**src/rtl/lrpt_pkg.sv**
```systemverilog
// Shared types and helpers for the LRPT soft-symbol path.
package lrpt_pkg;

  typedef enum logic [1:0] {
    ST_FLUSH,
    ST_SLIP,
    ST_EVAL,
    ST_LOCKED
  } vit_ctrl_state_t;

  // bit0 = invert polarity, bit1 = symbol-pair slip parity
  typedef logic [1:0] hyp_t;

  // Two's-complement negation that maps -128 to +127 instead of wrapping.
  function automatic logic [7:0] sat_neg8(input logic [7:0] x);
    return (x == 8'h80) ? 8'h7F : (~x + 8'd1);
  endfunction

endpackage

```
**src/rtl/viterbi_sync_ctrl_if.sv**
```systemverilog
// Soft-symbol stream in, decoder-side stream and control out.
interface viterbi_sync_ctrl_if;
  logic [7:0] soft_in;
  logic       soft_valid;
  logic       soft_ready;
  logic [7:0] vit_soft;
  logic       vit_valid;
  logic       vit_ready;
  logic       vit_norm;
  logic       vit_rst;

  modport master (
    input  soft_in, soft_valid, vit_ready, vit_norm,
    output soft_ready, vit_soft, vit_valid, vit_rst
  );

  modport slave (
    output soft_in, soft_valid, vit_ready, vit_norm,
    input  soft_ready, vit_soft, vit_valid, vit_rst
  );
endinterface

```
**src/rtl/viterbi_sync_ctrl_window.sv**
```systemverilog
// Per-window symbol and normalization counting with a latched result.
module vit_window_monitor #(
  parameter int unsigned WINDOW = 1024
) (
  input  logic        i_clk,
  input  logic        i_rst_n,
  input  logic        i_clr,
  input  logic        i_accept,
  input  logic        i_norm,
  output logic        o_window_done,
  output logic [15:0] o_window_cnt,
  output logic [15:0] o_norm_cnt
);
  localparam int unsigned SW = $clog2(WINDOW);

  logic [SW-1:0] r_sym_cnt;
  logic [15:0]   r_norm_acc;
  logic [15:0]   r_norm_cnt;

  // Count including a pulse coincident with this cycle, so the window-ending
  // accept sees its own normalization.
  always_comb begin
    o_window_cnt = r_norm_acc;
    if (i_norm && (r_norm_acc != '1))
      o_window_cnt = r_norm_acc + 16'd1;
  end

  // WINDOW is a power of two, so the last symbol is the all-ones count.
  assign o_window_done = i_accept && (&r_sym_cnt);
  assign o_norm_cnt    = r_norm_cnt;

  always_ff @(posedge i_clk or negedge i_rst_n) begin
    if (!i_rst_n) begin
      r_sym_cnt  <= '0;
      r_norm_acc <= '0;
      r_norm_cnt <= '0;
    end else if (i_clr) begin
      r_sym_cnt  <= '0;
      r_norm_acc <= '0;
    end else if (o_window_done) begin
      r_sym_cnt  <= '0;
      r_norm_acc <= '0;
      r_norm_cnt <= o_window_cnt;
    end else begin
      if (i_accept)
        r_sym_cnt <= r_sym_cnt + 1'b1;
      r_norm_acc <= o_window_cnt;
    end
  end

endmodule

```
**src/rtl/viterbi_sync_ctrl.sv**
```systemverilog
// Steps polarity/slip hypotheses ahead of the Viterbi decoder and grades each
// by normalization rate per window; holds lock while monitoring.
module viterbi_sync_ctrl
  import lrpt_pkg::*;
#(
  parameter int unsigned WINDOW        = 1024,
  parameter int unsigned LOCK_THRESH   = 8,
  parameter int unsigned UNLOCK_THRESH = 24,
  parameter int unsigned FLUSH_CYCLES  = 4
) (
  input  logic                        clk,
  input  logic                        sys_rst,
  viterbi_sync_ctrl_if.master         bus,
  output logic                        locked,
  output hyp_t                        hyp,
  output logic [15:0]                 norm_cnt
);
  localparam int unsigned   FW         = $clog2(FLUSH_CYCLES + 1);
  localparam logic [FW-1:0] FLUSH_LAST = FW'(FLUSH_CYCLES - 1);
  localparam logic [15:0]   LOCK_T     = 16'(LOCK_THRESH);
  localparam logic [15:0]   UNLOCK_T   = 16'(UNLOCK_THRESH);

  vit_ctrl_state_t r_state, w_state_nxt;
  logic [FW-1:0]   r_flush_cnt, w_flush_nxt;
  hyp_t            r_hyp, w_hyp_nxt;
  logic            r_locked, w_locked_nxt;
  logic            r_slip_pending, w_slip_nxt;
  logic            r_vit_rst;

  logic            w_in_data;
  logic            w_accept;
  logic            w_norm;
  logic            w_window_done;
  logic [15:0]     w_window_cnt;
  logic            w_advance;

  assign w_in_data = (r_state == ST_EVAL) || (r_state == ST_LOCKED);
  assign w_accept  = w_in_data && bus.soft_valid && bus.vit_ready;
  assign w_norm    = w_in_data && bus.vit_norm;

  vit_window_monitor #(
    .WINDOW (WINDOW)
  ) u_window (
    .i_clk         (clk),
    .i_rst_n       (sys_rst),
    .i_clr         (r_state == ST_FLUSH),
    .i_accept      (w_accept),
    .i_norm        (w_norm),
    .o_window_done (w_window_done),
    .o_window_cnt  (w_window_cnt),
    .o_norm_cnt    (norm_cnt)
  );

  always_comb begin
    bus.soft_ready = 1'b0;
    bus.vit_valid  = 1'b0;
    bus.vit_soft   = '0;
    case (r_state)
      ST_SLIP: bus.soft_ready = 1'b1;
      ST_EVAL, ST_LOCKED: begin
        bus.soft_ready = bus.vit_ready;
        bus.vit_valid  = bus.soft_valid & bus.vit_ready;
        bus.vit_soft   = r_hyp[0] ? sat_neg8(bus.soft_in) : bus.soft_in;
      end
      default: ;
    endcase
  end

  always_comb begin
    w_state_nxt  = r_state;
    w_flush_nxt  = '0;
    w_hyp_nxt    = r_hyp;
    w_locked_nxt = r_locked;
    w_slip_nxt   = r_slip_pending;
    w_advance    = 1'b0;
    case (r_state)
      ST_FLUSH: begin
        if (r_flush_cnt == FLUSH_LAST)
          w_state_nxt = r_slip_pending ? ST_SLIP : ST_EVAL;
        else
          w_flush_nxt = r_flush_cnt + 1'b1;
      end
      ST_SLIP: begin
        if (bus.soft_valid) begin
          w_state_nxt = ST_EVAL;
          w_slip_nxt  = 1'b0;
        end
      end
      ST_EVAL: begin
        if (w_window_done) begin
          if (w_window_cnt <= LOCK_T) begin
            w_state_nxt  = ST_LOCKED;
            w_locked_nxt = 1'b1;
          end else begin
            w_advance = 1'b1;
          end
        end
      end
      ST_LOCKED: begin
        if (w_window_done && (w_window_cnt > UNLOCK_T))
          w_advance = 1'b1;
      end
      default: w_state_nxt = ST_FLUSH;
    endcase
    // hyp[1] toggles exactly when the old hyp[0] is set (1->2, 3->0).
    if (w_advance) begin
      w_hyp_nxt    = r_hyp + 2'd1;
      w_slip_nxt   = r_hyp[0];
      w_locked_nxt = 1'b0;
      w_state_nxt  = ST_FLUSH;
    end
  end

  always_ff @(posedge clk or negedge sys_rst) begin
    if (!sys_rst) begin
      r_state        <= ST_FLUSH;
      r_flush_cnt    <= '0;
      r_hyp          <= '0;
      r_locked       <= 1'b0;
      r_slip_pending <= 1'b0;
      r_vit_rst      <= 1'b1;
    end else begin
      r_state        <= w_state_nxt;
      r_flush_cnt    <= w_flush_nxt;
      r_hyp          <= w_hyp_nxt;
      r_locked       <= w_locked_nxt;
      r_slip_pending <= w_slip_nxt;
      r_vit_rst      <= (w_state_nxt == ST_FLUSH);
    end
  end

  assign bus.vit_rst = r_vit_rst;
  assign locked      = r_locked;
  assign hyp         = r_hyp;

endmodule
```
**src/flat_wrapper.sv**
```systemverilog
// flat-port wrapper written by rule: the top's interface ports become plain ports
module viterbi_sync_ctrl_flat import lrpt_pkg::*;
#(
  parameter int unsigned WINDOW        = 1024,
  parameter int unsigned LOCK_THRESH   = 8,
  parameter int unsigned UNLOCK_THRESH = 24,
  parameter int unsigned FLUSH_CYCLES  = 4
)
  (clk, sys_rst, locked, hyp, norm_cnt, bus_soft_in, bus_soft_valid, bus_vit_ready, bus_vit_norm, bus_soft_ready, bus_vit_soft, bus_vit_valid, bus_vit_rst);
  viterbi_sync_ctrl_if bus_i ();
  input  logic clk;
  input  logic sys_rst;
  output logic locked;
  output hyp_t hyp;
  output logic [15:0] norm_cnt;
  input wire logic [$bits(bus_i.soft_in)-1:0] bus_soft_in;
  input wire logic [$bits(bus_i.soft_valid)-1:0] bus_soft_valid;
  input wire logic [$bits(bus_i.vit_ready)-1:0] bus_vit_ready;
  input wire logic [$bits(bus_i.vit_norm)-1:0] bus_vit_norm;
  output wire logic [$bits(bus_i.soft_ready)-1:0] bus_soft_ready;
  output wire logic [$bits(bus_i.vit_soft)-1:0] bus_vit_soft;
  output wire logic [$bits(bus_i.vit_valid)-1:0] bus_vit_valid;
  output wire logic [$bits(bus_i.vit_rst)-1:0] bus_vit_rst;
  assign bus_i.soft_in = bus_soft_in;
  assign bus_i.soft_valid = bus_soft_valid;
  assign bus_i.vit_ready = bus_vit_ready;
  assign bus_i.vit_norm = bus_vit_norm;
  assign bus_soft_ready = bus_i.soft_ready;
  assign bus_vit_soft = bus_i.vit_soft;
  assign bus_vit_valid = bus_i.vit_valid;
  assign bus_vit_rst = bus_i.vit_rst;
  viterbi_sync_ctrl #(.WINDOW(WINDOW), .LOCK_THRESH(LOCK_THRESH), .UNLOCK_THRESH(UNLOCK_THRESH), .FLUSH_CYCLES(FLUSH_CYCLES)) u_core (.clk(clk), .sys_rst(sys_rst), .bus(bus_i), .locked(locked), .hyp(hyp), .norm_cnt(norm_cnt));
endmodule
```
**config.mk**
```make
export PLATFORM = sky130hd
export DESIGN_NAME = viterbi_sync_ctrl_flat
export DESIGN_NICKNAME = d
export VERILOG_FILES = /design/src/rtl/lrpt_pkg.sv /design/src/rtl/viterbi_sync_ctrl_if.sv /design/src/rtl/viterbi_sync_ctrl_window.sv /design/src/rtl/viterbi_sync_ctrl.sv /design/src/flat_wrapper.sv
export SDC_FILE = /design/constraint.sdc
export NUM_CORES = 1
export LEC_CHECK = 0
export ABC_AREA = 1
export CORE_ASPECT_RATIO = 1.5
export CORE_MARGIN = 8
export CORE_UTILIZATION = 35
export DETAILED_ROUTE_END_ITERATION = 10
export DONT_BUFFER_PORTS = 1
export PLACE_DENSITY = 0.51
export SLEW_MARGIN = 20
export SYNTH_ARGS = -nofsm -noshare
export SYNTH_HDL_FRONTEND = slang
export SYNTH_SLANG_ARGS = --single-unit
```
**constraint.sdc**
```tcl
create_clock -name clk -period 2.6 [get_ports clk]
set_clock_uncertainty 0.15 [all_clocks]
set_input_delay 0.52 -clock clk [delete_from_list [all_inputs] [get_ports clk]]
set_output_delay 0.52 -clock clk [all_outputs]
set_load 0.01 [all_outputs]
```
==> results of run 1 <==
## critical path, delay by kind of cell (launching register included)
kind            cells  cell delay [ns]
fa+ha+maj           1             0.18
buf+inv             2             0.24
compound gates      1             0.07
flops               1             0.40
simple gates       13             1.22
## sequential cells by signal, summed over array words and instances, names as in the netlist
| name | count |
|---|---|
| u_core.bus.vit_rst | 1 |
| u_core.locked | 1 |
| u_core.r_flush_cnt | 3 |
| u_core.hyp | 2 |
| u_core.r_state | 2 |
| u_core.u_window.o_norm_cnt | 16 |
| u_core.u_window.r_sym_cnt | 10 |
| u_core.u_window.r_norm_acc | 16 |
| u_core.r_slip_pending | 1 |
## cells in the mapped netlist
library cell	n	share of area
sky130_fd_sc_hd__nand2_1	132	0.16
sky130_fd_sc_hd__nor2_1	63	0.075
sky130_fd_sc_hd__inv_1	52	0.062
sky130_fd_sc_hd__dfrtp_1	51	0.41
sky130_fd_sc_hd__nand3_1	25	0.040
sky130_fd_sc_hd__o21ai_0	24	0.038
sky130_fd_sc_hd__a21oi_1	15	0.024
sky130_fd_sc_hd__nand4_1	13	0.026
sky130_fd_sc_hd__nand2_2	10	0.020
sky130_fd_sc_hd__xor2_1	8	0.022
sky130_fd_sc_hd__ha_1	4	0.016
sky130_fd_sc_hd__inv_2	4	0.0048
sky130_fd_sc_hd__nand2_4	4	0.014
sky130_fd_sc_hd__nor2_2	4	0.0080
sky130_fd_sc_hd__nor3_1	4	0.0064
sky130_fd_sc_hd__buf_2	3	0.0048
sky130_fd_sc_hd__clkbuf_1	3	0.0036
sky130_fd_sc_hd__xnor2_1	3	0.0084
sky130_fd_sc_hd__a31oi_1	2	0.0040
sky130_fd_sc_hd__o211ai_1	2	0.0048
sky130_fd_sc_hd__o21ai_1	2	0.0032
sky130_fd_sc_hd__a211oi_1	1	0.0024
sky130_fd_sc_hd__a32o_1	1	0.0032
sky130_fd_sc_hd__buf_6	1	0.0036
sky130_fd_sc_hd__buf_8	1	0.0048
sky130_fd_sc_hd__clkinv_1	1	0.0012
sky130_fd_sc_hd__clkinv_2	1	0.0016
sky130_fd_sc_hd__dfstp_2	1	0.0084
sky130_fd_sc_hd__nand3_2	1	0.0032
sky130_fd_sc_hd__nand3b_1	1	0.0024
sky130_fd_sc_hd__nor2_4	1	0.0036
sky130_fd_sc_hd__nor3_2	1	0.0032
sky130_fd_sc_hd__nor3_4	1	0.0052
sky130_fd_sc_hd__nor4_1	1	0.0020
sky130_fd_sc_hd__o21bai_1	1	0.0024
sky130_fd_sc_hd__o22ai_1	1	0.0020
sky130_fd_sc_hd__o31ai_1	1	0.0024
## cells by family after synthesis
group / Yosys count
simple gates: 261
buf+inv: 66
flops: 52
compound gates: 50
xor+xnor: 11
fa+ha+maj: 4
## stage by stage
stage / hold WS [ns] / worst slack, ns
4_1_cts: 0.2995 / 0.03873
3_5_place_dp: 0.07594 / 0.07874
3_3_place_gp: 0.07637 / 0.1277
2_1_floorplan: 0.07441 / 0.3738
6_report: 0.2921 / 0.2125
5_1_grt: 0.3151 / -0.01077
## power by group
part	internal [mW]	leakage, nW	switching [mW]
clock network	0.452	0.0798	0.292
logic	0.188	0.996	0.304
registers	0.894	0.671	0.105
## what timing repair did
item | CTS | global route
hold buffers | 2 | 0
setup buffers | 0 | 1
endpoints found under the setup margin | 0 | 7
gates resized for setup | 0 | 2
endpoints found under the hold margin | 52 | 0
## cell type report
class,count,area (um^2),area share
multi-input cells,326,1583,0.4437
clock buffers,5,125.1,0.03508
repair buffers,18,157.7,0.04419
inverters,58,219.0,0.06138
well taps,110,137.6,0.03858
clock inverters,3,42.54,0.01193
flip-flops and latches,52,1303,0.3651
## metal layers
metal | part of all wire | vias up | GRT usage
li1 | - | 1444 | -
met1 | 0.39 | 1295 | 0.1408
met2 | 0.55 | 43 | 0.2565
met3 | 0.036 | 14 | 0.03193
met4 | 0.023 | 0 | 0.05581
met5 | 0 | - | 0
## how the worst max path moves through the flow
stage,from,to,slack [ns],cells past startpoint
2_1_floorplan,u_core.u_window.r_norm_acc[0]$_DFF_PN0_,u_core.r_slip_pending$_DFFE_PN0P_,0.37,16
3_3_place_gp,u_core.u_window.r_norm_acc[1]$_DFF_PN0_,u_core.hyp[0]$_DFFE_PN0P_,0.13,14
3_5_place_dp,u_core.u_window.r_norm_acc[1]$_DFF_PN0_,u_core.r_slip_pending$_DFFE_PN0P_,0.08,17
4_1_cts,u_core.u_window.r_norm_acc[1]$_DFF_PN0_,u_core.r_slip_pending$_DFFE_PN0P_,0.04,17
5_1_grt,u_core.u_window.r_norm_acc[0]$_DFF_PN0_,u_core.r_slip_pending$_DFFE_PN0P_,-0.01,17
6_report,u_core.u_window.r_norm_acc[0]$_DFF_PN0_,u_core.r_slip_pending$_DFFE_PN0P_,0.21,17
## placed cells by master, fill, tap and decap left out, types with 2 or more instances in the layout
cell	synthesis	layout
sky130_fd_sc_hd__a21oi_1	15	15
sky130_fd_sc_hd__a31oi_1	2	2
sky130_fd_sc_hd__buf_4	0	16
sky130_fd_sc_hd__clkbuf_16	0	5
sky130_fd_sc_hd__clkinv_2	1	2
sky130_fd_sc_hd__dfrtp_1	51	51
sky130_fd_sc_hd__ha_1	4	3
sky130_fd_sc_hd__inv_1	52	52
sky130_fd_sc_hd__inv_2	4	4
sky130_fd_sc_hd__nand2_1	132	132
sky130_fd_sc_hd__nand2_2	10	10
sky130_fd_sc_hd__nand2_4	4	4
sky130_fd_sc_hd__nand3_1	25	25
sky130_fd_sc_hd__nand4_1	13	13
sky130_fd_sc_hd__nor2_1	63	63
sky130_fd_sc_hd__nor2_2	4	4
sky130_fd_sc_hd__nor3_1	4	4
sky130_fd_sc_hd__o211ai_1	2	2
sky130_fd_sc_hd__o21ai_0	24	24
sky130_fd_sc_hd__o21ai_1	2	2
sky130_fd_sc_hd__xnor2_1	3	3
sky130_fd_sc_hd__xor2_1	8	8
==> implementation parameters, run 1 <==
Parameter                              Value

Critical path
  Start of the worst register-to-register path ... u_core.u_window.r_norm_acc[0]$_DFF_PN0_
  Sequence of cells on the critical path ... ha_4 > inv_2 > nor2_4 > nand2_4 > nor2_1 > nor2_1 > buf_4 > nand2_1 > nand2_1 > nor2_1 > nand2_1 > nor2_2 > nand3_2 > nand2_2 > nand2_4 > nand2_2 > o21ai_1
  Crit-path max FO ... 13
  Library cell contributing the largest single delay on the critical path ... sky130_fd_sc_hd__dfrtp_1
  Data arrival, critical path ... 2.41 ns
  Crit start category ... flip-flop
  Class of the most critical setup path ... reg2reg
  Crit Reg-Reg Endpoint ... u_core.r_slip_pending$_DFFE_PN0P_
  Required time of the critical path ... 2.62 ns
  Largest stage delay on the critical path ... 0.40 ns
  Worst Reg2Reg Path Length in Cells ... 17
  Worst R2R Setup Slack ... 0.21 ns
  Setup crit end kind ... flip-flop

GRT
  Total Routing Usage GR ... 0.1381
  Overflow left after global routing ... 0
  Wire length of the first global-routing pass ... 13700 um
  Largest net degree at the start of global routing ... 53
  Antenna violations before repair ... 0
  Number of global-route vias before repair ... ~2900

Synthesis
  Share of the synthesized netlist area taken by xor and xnor gates ... 0.03064
  Post-Synthesis Mean Instance Area ... 7.082 um^2
  Compound-cell area share of the yosys netlist ... 0.08635
  Syn_nets ... 461
  Post-synthesis share of cell area spent on full adders, half adders and majority gates ... 0.01592
  Post-synthesis share of cell area spent on and, or, nand and nor gates ... 0.3665
  Mapped Area ... between 3000 and 4000 um^2
  Dominant combinational cell family by area after synthesis ... simple AND/OR/NAND/NOR gates
  Number of instances in the synthesized netlist ... about 440
  Proportion of synthesized chip area in sequential cells ... 0.4142
  Count of state elements after synthesis ... 52
  Distinct cell type count after synthesis ... 37
  Multiplexer fraction of the synthesized cell area ... 0
  Synth Warn # ... 0

Clocking
  Cell at the root of the clock tree ... sky130_fd_sc_hd__clkbuf_16
  CTS buffer count ... 5
  Post-CTS clock slew at the launch and capture registers of the worst setup and hold paths ... 0.07 ns
  Depth of the CTS H-tree ... 2
  Maximum buffer depth of the clock tree ... 2
  TritonCTS clock tree ... built
  Clock sink total ... 52
  Clk_lat worst skew ... 0.29 ns

Route
  Final antenna-violating net count ... 0
  DR WL/cell ... 14.23 um
  Vias per std cell ... 4.888
  Iteration count of the initial detailed-routing pass ... 4
  Initial drt markers ... 121
  Routed WL ... 8137 um
  Final routed DRC violation total ... 0
  Vias after detailed routing ... roughly 2800

Layout
  Layout fillers ... 924
  Fraction of final layout cells with drive strength greater than 1 ... 0.1169
  Number of non-filler instances in the completed layout ... between 500 and 600
  Utilization after layout ... 0.4065
  NumNets Final ... 478
  Diodes inserted ... 0
  Layout overhead on the synthesized area ... 13.45%
  Design area ... 3567 um^2

Power
  Worst vdd ir ... ~0.40 mV
  Static power due to leakage ... 1.746 nW
  Power density normalized to cell area ... 626.5 nW/um^2
  Overall power ... 2.235 mW

Placement
  HPWL after detailed placement ... 6408 um
  Buffers on Ports ... 0
  Final weighted congestion in routability-driven placement ... slightly below 0.9
  Number of placed instances with taps included ... 561
  Post-DP Area ... approximately 3300 um^2

Floorplanning
  Starting density of the core ... 0.3583
  Floorplan die area ... 12340 um^2
  Die X-Extent ... 93.39 um
  Site row count ... 42
  IO Count ... 43
  Die span in y ... 132.1 um
  Placeable Area ... 8776 um^2

Timing
  Tightest Pin Transition ... 0.4681 ns
  Number of hold violations in the final report ... 0
  Number of max-slew violations in the final report ... 0
  Timing-limited maximum frequency ... 418.9 MHz
  Setup-violating endpoint count in the final report ... 0
  Relative max-transition margin ... 0.6850
  Sum Neg Setup Slack ... 0 ns
  Period minus WS final ... 2.387 ns
  Share of the clock period used by the worst path ... 0.9183

Worst hold path
  Start point of the worst min-delay path ... u_core.r_flush_cnt[0]$_DFF_PN0_
  Hold Path Sink ... u_core.r_flush_cnt[0]$_DFF_PN0_
  Worst hold stages ... 1
  Min-Delay Path Class ... reg2reg

Status
  Result of the run ... finished, final reports clean

Run
  Max-capacitance violation count ... 0
Power figures use the tool's default switching activity.
==> run 2, diff against run 1 <==
--- a/config.mk
+++ b/config.mk
@@ -7,4 +7,5 @@
 export LEC_CHECK = 0
 export ABC_AREA = 1
+export CAP_MARGIN = 40
 export CORE_ASPECT_RATIO = 1.5
 export CORE_MARGIN = 8
@@ -13,4 +14,5 @@
 export DONT_BUFFER_PORTS = 1
 export PLACE_DENSITY = 0.51
+export REMOVE_ABC_BUFFERS = 1
 export SLEW_MARGIN = 20
 export SYNTH_ARGS = -nofsm -noshare
--- a/constraint.sdc
+++ b/constraint.sdc
@@ -3,3 +3,3 @@
 set_input_delay 0.52 -clock clk [delete_from_list [all_inputs] [get_ports clk]]
 set_output_delay 0.52 -clock clk [all_outputs]
-set_load 0.01 [all_outputs]
+set_load 0.05 [all_outputs]
==> implementation parameters, run 2 (synthesis results as in run 1) <==
Parameter                              Value

Route
  Routed WL ... 8192 um (+0.68%)
  Vias per std cell ... 4.792 (-2.0%)
  Initial drt markers ... 91 (-25%)
  Final antenna-violating net count ... 0 (unchanged)
  DR WL/cell ... 14.20 um (-0.20%)
  Iteration count of the initial detailed-routing pass ... 4 (unchanged)
  Final routed DRC violation total ... 0 (unchanged)
  Vias after detailed routing ... 2765 (-1.1%)

Floorplanning
  Die X-Extent ... 93.39 um (unchanged)
  IO Count ... 43 (unchanged)
  Site row count ... 42 (unchanged)
  Die span in y ... 132.1 um (unchanged)
  Floorplan die area ... 12340 um^2 (unchanged)
  Starting density of the core ... 0.3583 (unchanged)
  Placeable Area ... 8776 um^2 (unchanged)

Power
  Combinational Power Share ... 0.232 (+0.012)
  Worst vdd ir ... 0.4573 mV (+14%)
  Net switching fraction of the power ... 0.3268 (+0.01312)
  P_sw ... 0.7508 mW (+7.1%)
  Static power due to leakage ... 1.783 nW (+2.1%)
  Design internal power ... 1.546 mW (+0.83%)
  Power share of the sequential group ... 0.436 (-0.011)
  Clock power share ... 0.333 (about the same)
  Power density normalized to cell area ... 633.1 nW/um^2 (+1.1%)

GRT
  Number of global-route vias before repair ... 2825 (-1.3%)
  Overflow left after global routing ... 0 (unchanged)
  Antenna violations before repair ... 0 (unchanged)
  Total Routing Usage GR ... 0.1414 (+0.003315)
  Largest net degree at the start of global routing ... 53 (unchanged)
  Wire length of the first global-routing pass ... 13940 um (+1.8%)

Placement
  HPWL after detailed placement ... 6422 um (+0.22%)
  Final weighted congestion in routability-driven placement ... 0.8675 (-0.96%)
  Pre-CTS setup slack ... 0.06229 ns (-0.01645 ns)
  Buffers on Ports ... 0 (unchanged)
  Number of placed instances with taps included ... 565 (+0.71%)

Layout
  Diodes inserted ... 0 (unchanged)
  Layout overhead on the synthesized area ... 15.40%
  Fraction of final layout cells with drive strength greater than 1 ... 0.1328 (+0.01588)
  Leading cell types in the layout, fill and taps excluded ... 131 x sky130_fd_sc_hd__nand2_1, 62 x sky130_fd_sc_hd__nor2_1, 52 x sky130_fd_sc_hd__inv_1
  NumNets Final ... 483 (+1.0%)
  Multi-input gate area in the final layout ... 1599 um^2 (+1.0%)
  Number of non-filler instances in the completed layout ... 577 (+0.87%)
  Area used by sequential logic in the layout ... 1304 um^2 (about the same)
  Layout fillers ... 910 (-1.5%)
  Most common cell after layout, fill and taps aside ... sky130_fd_sc_hd__nand2_1

Clocking
  CTS buffer count ... 5 (unchanged)
  Post-CTS clock slew at the launch and capture registers of the worst setup and hold paths ... 0.07 ns (about the same)
  Maximum buffer depth of the clock tree ... 2 (unchanged)
  Depth of the CTS H-tree ... 2 (unchanged)
  Cell at the root of the clock tree ... sky130_fd_sc_hd__clkbuf_16
  TritonCTS clock tree ... built
  Clock sink total ... 52 (unchanged)
  Clk_lat worst skew ... 0.30 ns (about the same)

Timing
  Sum Neg Setup Slack ... 0 ns (unchanged)
  Timing-limited maximum frequency ... 423.0 MHz (+1.0%)
  Tightest Pin Transition ... 0.5389 ns (+0.07081 ns)
  Relative max-transition margin ... 0.6374 (-0.04764)
  Share of the clock period used by the worst path ... 0.9092 (-0.009059)
  Number of hold violations in the final report ... 0 (unchanged)
  Post-route setup slack ... 0.2361 ns (+0.02355 ns)
  Period minus WS final ... 2.364 ns (-0.02355 ns)
  Number of max-slew violations in the final report ... 0 (unchanged)
  Setup-violating endpoint count in the final report ... 0 (unchanged)

Critical path
  Setup crit end kind ... output pin
  Crit start category ... flip-flop
  Data arrival, critical path ... 1.69 ns (-0.72 ns)
  Crit-path max FO ... 7 (-6)
  Class of the most critical setup path ... reg2out
  Required time of the critical path ... 1.93 ns (-0.69 ns)
  Worst R2R Setup Slack ... 0.26 ns (+0.05 ns)

Run
  Max-capacitance violation count ... 0 (unchanged)

Worst hold path
  Min-Delay Path Class ... in2reg

Status
  Result of the run ... finished, final reports clean
run 2: cell count changes in the layout (fill, tap and decap cells not counted), sizes merged:
cell    change
clkinv      -1
buf         +5
inv         +1
run 2: what timing repair did:
item,4_1_cts,5_1_grt
hold buffers,2,0
gates resized for setup,0,8
setup buffers,0,2
hold endpoints to repair,52,0
endpoints found under the setup margin,0,11
run 2: metal layers:
metal / track usage / vias up / part of all wire
met5: 0 / - / 0
met2: 0.2592 / 46 / 0.54
met1: 0.1482 / 1258 / 0.39
li1: - / 1449 / -
met3: 0.02794 / 12 / 0.045
met4: 0.06211 / 0 / 0.025
run 2: area by class of cell:
cell class,count,share of cell area
clock buffers,5,0.03448
flip-flops and latches,52,0.3593
multi-input cells,326,0.4407
well taps,110,0.03793
inverters,58,0.06103
clock inverters,3,0.01276
repair buffers,23,0.05379
run 2: power by group through the flow:
stage	Sequential [mW]	Clock, mW	Combinational [mW]
2_1_floorplan	0.987	0	0.370
3_3_place_gp	1.02	0	0.483
3_5_place_dp	1.01	0	0.487
4_1_cts	0.998	0.789	0.512
5_1_grt	1.01	0.808	0.604
6_report	1.00	0.764	0.532
run 2: final timing paths:
kind | start | depth (start not counted) | to
setup / recovery | u_core.hyp[0]$_DFFE_PN0P_ | 9 | bus_vit_soft[5]
hold / removal | bus_soft_valid | 3 | u_core.r_slip_pending$_DFFE_PN0P_
setup reg to reg | u_core.u_window.r_norm_acc[0]$_DFF_PN0_ | 17 | u_core.r_slip_pending$_DFFE_PN0P_
hold reg to reg | u_core.r_flush_cnt[0]$_DFF_PN0_ | 1 | u_core.r_flush_cnt[0]$_DFF_PN0_
max in group asynchronous | sys_rst | 2 | u_core.bus.vit_rst$_DFF_PN1_
min in group asynchronous | sys_rst | 2 | u_core.u_window.r_sym_cnt[4]$_DFFE_PN0P_
run 2: per-stage QoR:
| stage | hold slack (ns) | area (um^2) | utilization | power, mW |
|---|---|---|---|---|
| 3_3_place_gp | 0.07585 | 3372 | 0.3842 | 1.498 |
| 4_1_cts | 0.2785 | 3581 | 0.4080 | 2.299 |
| 5_1_grt | 0.3116 | 3628 | 0.4135 | 2.426 |
| 6_report | 0.2867 | 3628 | 0.4135 | 2.297 |
| 3_5_place_dp | 0.07584 | 3372 | 0.3842 | 1.501 |
| 2_1_floorplan | 0.07441 | 3092 | - | 1.357 |
run 2: critical path, stage by stage, from the launching register on:
cell and delay [ns]:
sky130_fd_sc_hd__dfrtp_1 0.39, sky130_fd_sc_hd__inv_1 0.18, sky130_fd_sc_hd__nor2_1 0.08, sky130_fd_sc_hd__nand2_1 0.06, sky130_fd_sc_hd__nor2_1 0.04, sky130_fd_sc_hd__inv_1 0.18
sky130_fd_sc_hd__o21ai_0 0.12, sky130_fd_sc_hd__a21oi_1 0.12, sky130_fd_sc_hd__nor2_1 0.05, sky130_fd_sc_hd__buf_4 0.18
==> run 3, diff against run 2 <==
CAP_MARGIN = 10   (was 40)
CORE_MARGIN = unset   (was 8)
CTS_CLUSTER_DIAMETER = 120   (was unset)
==> implementation parameters, run 3 (synthesis results as in run 1) <==
Parameter                              Value

Status
  Result of the run ... finished, final reports clean

Layout
  NumNets Final ... 483 (unchanged)
  Leading cell types in the layout, fill and taps excluded ... 132 x sky130_fd_sc_hd__nand2_1, 62 x sky130_fd_sc_hd__nor2_1, 52 x sky130_fd_sc_hd__inv_1
  Layout fillers ... 895 (-1.6%)
  Diodes inserted ... 0 (unchanged)
  Utilization after layout ... 0.4123 (-0.001141)
  Design area ... 3618 um^2 (-0.28%)
  Number of non-filler instances in the completed layout ... 577 (unchanged)
  Most common cell after layout, fill and taps aside ... sky130_fd_sc_hd__nand2_1
  Layout overhead on the synthesized area ... 15.08%
  Fraction of final layout cells with drive strength greater than 1 ... 0.1306 (-0.002141)

Placement
  Pre-CTS setup slack ... 0.07098 ns (+0.008692 ns)
  Buffers on Ports ... 0 (unchanged)
  HPWL after detailed placement ... 6140 um (-4.4%)
  Final weighted congestion in routability-driven placement ... 0.7967 (-8.2%)
  Post-DP Area ... 3372 um^2 (unchanged)
  Number of placed instances with taps included ... 565 (unchanged)

Critical path
  Worst Reg2Reg Path Length in Cells ... 17 (unchanged)
  Sequence of cells on the critical path ... ha_4 > inv_2 > nor2_4 > nand2_4 > nor2_1 > nor2_1 > buf_4 > nand2_1 > nand2_1 > nor2_1 > nand2_1 > nor2_2 > nand3_2 > nand2_2 > nand2_4 > nand2_2 > o21ai_1
  Library cell contributing the largest single delay on the critical path ... sky130_fd_sc_hd__dfrtp_2
  Crit-path max FO ... 13 (+6)
  Worst R2R Setup Slack ... 0.23 ns (-0.03 ns)
  Start of the worst register-to-register path ... u_core.u_window.r_norm_acc[0]$_DFF_PN0_
  Required time of the critical path ... 2.63 ns (+0.70 ns)
  Crit Reg-Reg Endpoint ... u_core.r_slip_pending$_DFFE_PN0P_
  Data arrival, critical path ... 2.40 ns (+0.71 ns)
  Crit start category ... flip-flop
  Setup crit end kind ... flip-flop
  Class of the most critical setup path ... reg2reg
  Largest stage delay on the critical path ... 0.42 ns (+0.03 ns)

Timing
  Share of the clock period used by the worst path ... 0.9131 (+0.003891)
  Worst hold slack across all endpoints ... 0.2928 ns (+0.006110 ns)
  Sum Neg Setup Slack ... 0 ns (unchanged)
  Number of hold violations in the final report ... 0 (unchanged)
  Post-route setup slack ... 0.2260 ns (-0.01012 ns)
  Tightest Pin Transition ... 0.5322 ns (-0.006735 ns)
  Number of max-slew violations in the final report ... 0 (unchanged)
  Setup-violating endpoint count in the final report ... 0 (unchanged)
  Period minus WS final ... 2.374 ns (+0.01012 ns)
  Timing-limited maximum frequency ... 421.2 MHz (-0.43%)
  Relative max-transition margin ... 0.6452 (+0.007804)

Route
  Vias per std cell ... 4.870 (+1.6%)
  Initial drt markers ... 104 (+14%)
  Iteration count of the initial detailed-routing pass ... 6 (+2)
  Routed WL ... 7860 um (-4.1%)
  Final routed DRC violation total ... 0 (unchanged)
  DR WL/cell ... 13.62 um (-4.1%)
  Vias after detailed routing ... 2810 (+1.6%)
  Final antenna-violating net count ... 0 (unchanged)

Clocking
  Post-CTS clock slew at the launch and capture registers of the worst setup and hold paths ... 0.07 ns (about the same)
  Depth of the CTS H-tree ... 2 (unchanged)
  Clock sink total ... 52 (unchanged)
  TritonCTS clock tree ... built
  Cell at the root of the clock tree ... sky130_fd_sc_hd__clkbuf_16
  Maximum buffer depth of the clock tree ... 2 (unchanged)
  CTS buffer count ... 5 (unchanged)
  Clk_lat worst skew ... 0.29 ns (about the same)

Floorplanning
  Starting density of the core ... 0.3583 (unchanged)
  Die X-Extent ... 79.39 um (-15%)
  Site row count ... 42 (unchanged)
  Placeable Area ... 8776 um^2 (unchanged)
  Die span in y ... 118.1 um (-11%)
  IO Count ... 43 (unchanged)
  Floorplan die area ... 9375 um^2 (-24%)

Worst hold path
  Start point of the worst min-delay path ... bus_soft_valid
  Hold Path Sink ... u_core.r_slip_pending$_DFFE_PN0P_
  Min-Delay Path Class ... in2reg
  Worst hold stages ... 3 (unchanged)

Power
  Overall power ... 2.294 mW (-0.15%)
  Static power due to leakage ... 1.782 nW (about the same)
  Power density normalized to cell area ... 633.9 nW/um^2 (+0.13%)
  Worst vdd ir ... 0.4162 mV (-9.0%)

GRT
  Antenna violations before repair ... 0 (unchanged)
  Total Routing Usage GR ... 0.1804 (+0.03906)
  Overflow left after global routing ... 0 (unchanged)
  Wire length of the first global-routing pass ... 13080 um (-6.2%)
  Number of global-route vias before repair ... 2688 (-4.8%)
  Largest net degree at the start of global routing ... 53 (unchanged)

Run
  Max-capacitance violation count ... 0 (unchanged)
[run 3: changes by cell type in the layout (fill, tap and decap cells not counted)]
cell                      change
sky130_fd_sc_hd__inv_2        +1
sky130_fd_sc_hd__inv_4        -1
sky130_fd_sc_hd__nand2_1      +1
sky130_fd_sc_hd__nand2_2      -1
sky130_fd_sc_hd__nor2_2       +1
sky130_fd_sc_hd__nor2_4       -1
[run 3: metal layers]
layer,part of all wire,GRT usage,vias up
li1,-,-,1459
met1,0.38,0.2008,1283
met2,0.56,0.3287,56
met3,0.040,0.03101,12
met4,0.024,0.07500,0
met5,0,0,-
[run 3: timing repair]
action,4_1_cts,5_1_grt
gates resized for setup,0,5
buffers inserted,0,2
hold buffers,2,0
hold endpoints to repair,52,0
setup endpoints to repair,0,7
[run 3: final cells by class]
type | count | area [um^2] | share of cell area
clock buffers | 5 | 125.1 | 0.03458
clock inverters | 3 | 46.29 | 0.01279
inverters | 58 | 219.0 | 0.06051
multi-input cells | 326 | 1592 | 0.4398
flip-flops and latches | 52 | 1304 | 0.3603
well taps | 110 | 137.6 | 0.03804
repair buffers | 23 | 195.2 | 0.05394
[run 3: worst max-delay path: cells and delay by family, from the launching register on]
family	cells	cell delay [ns]
buf+inv	2	0.23
flops	1	0.42
fa+ha+maj	1	0.18
compound gates	1	0.06
simple gates	13	1.20
[run 3: report_power, final]
part,switching [mW],internal (mW),total (mW)
Clock,0.302,0.458,0.760
Sequential,0.108,0.894,1.00
Combinational,0.336,0.197,0.532
[run 3: worst max-delay path by stage]
stage	depth (start not counted)	slack, ns	from	end
finish	17	0.23	u_core.u_window.r_norm_acc[0]$_DFF_PN0_	u_core.r_slip_pending$_DFFE_PN0P_
global route	17	-0.02	u_core.u_window.r_norm_acc[0]$_DFF_PN0_	u_core.r_slip_pending$_DFFE_PN0P_
CTS	16	0.06	u_core.u_window.r_norm_acc[0]$_DFF_PN0_	u_core.r_slip_pending$_DFFE_PN0P_
detailed placement	16	0.07	u_core.u_window.r_norm_acc[0]$_DFF_PN0_	u_core.r_slip_pending$_DFFE_PN0P_
global placement	16	0.16	u_core.u_window.r_norm_acc[0]$_DFF_PN0_	u_core.r_slip_pending$_DFFE_PN0P_
floorplan	6	-0.18	u_core.hyp[0]$_DFFE_PN0P_	bus_vit_soft[2]
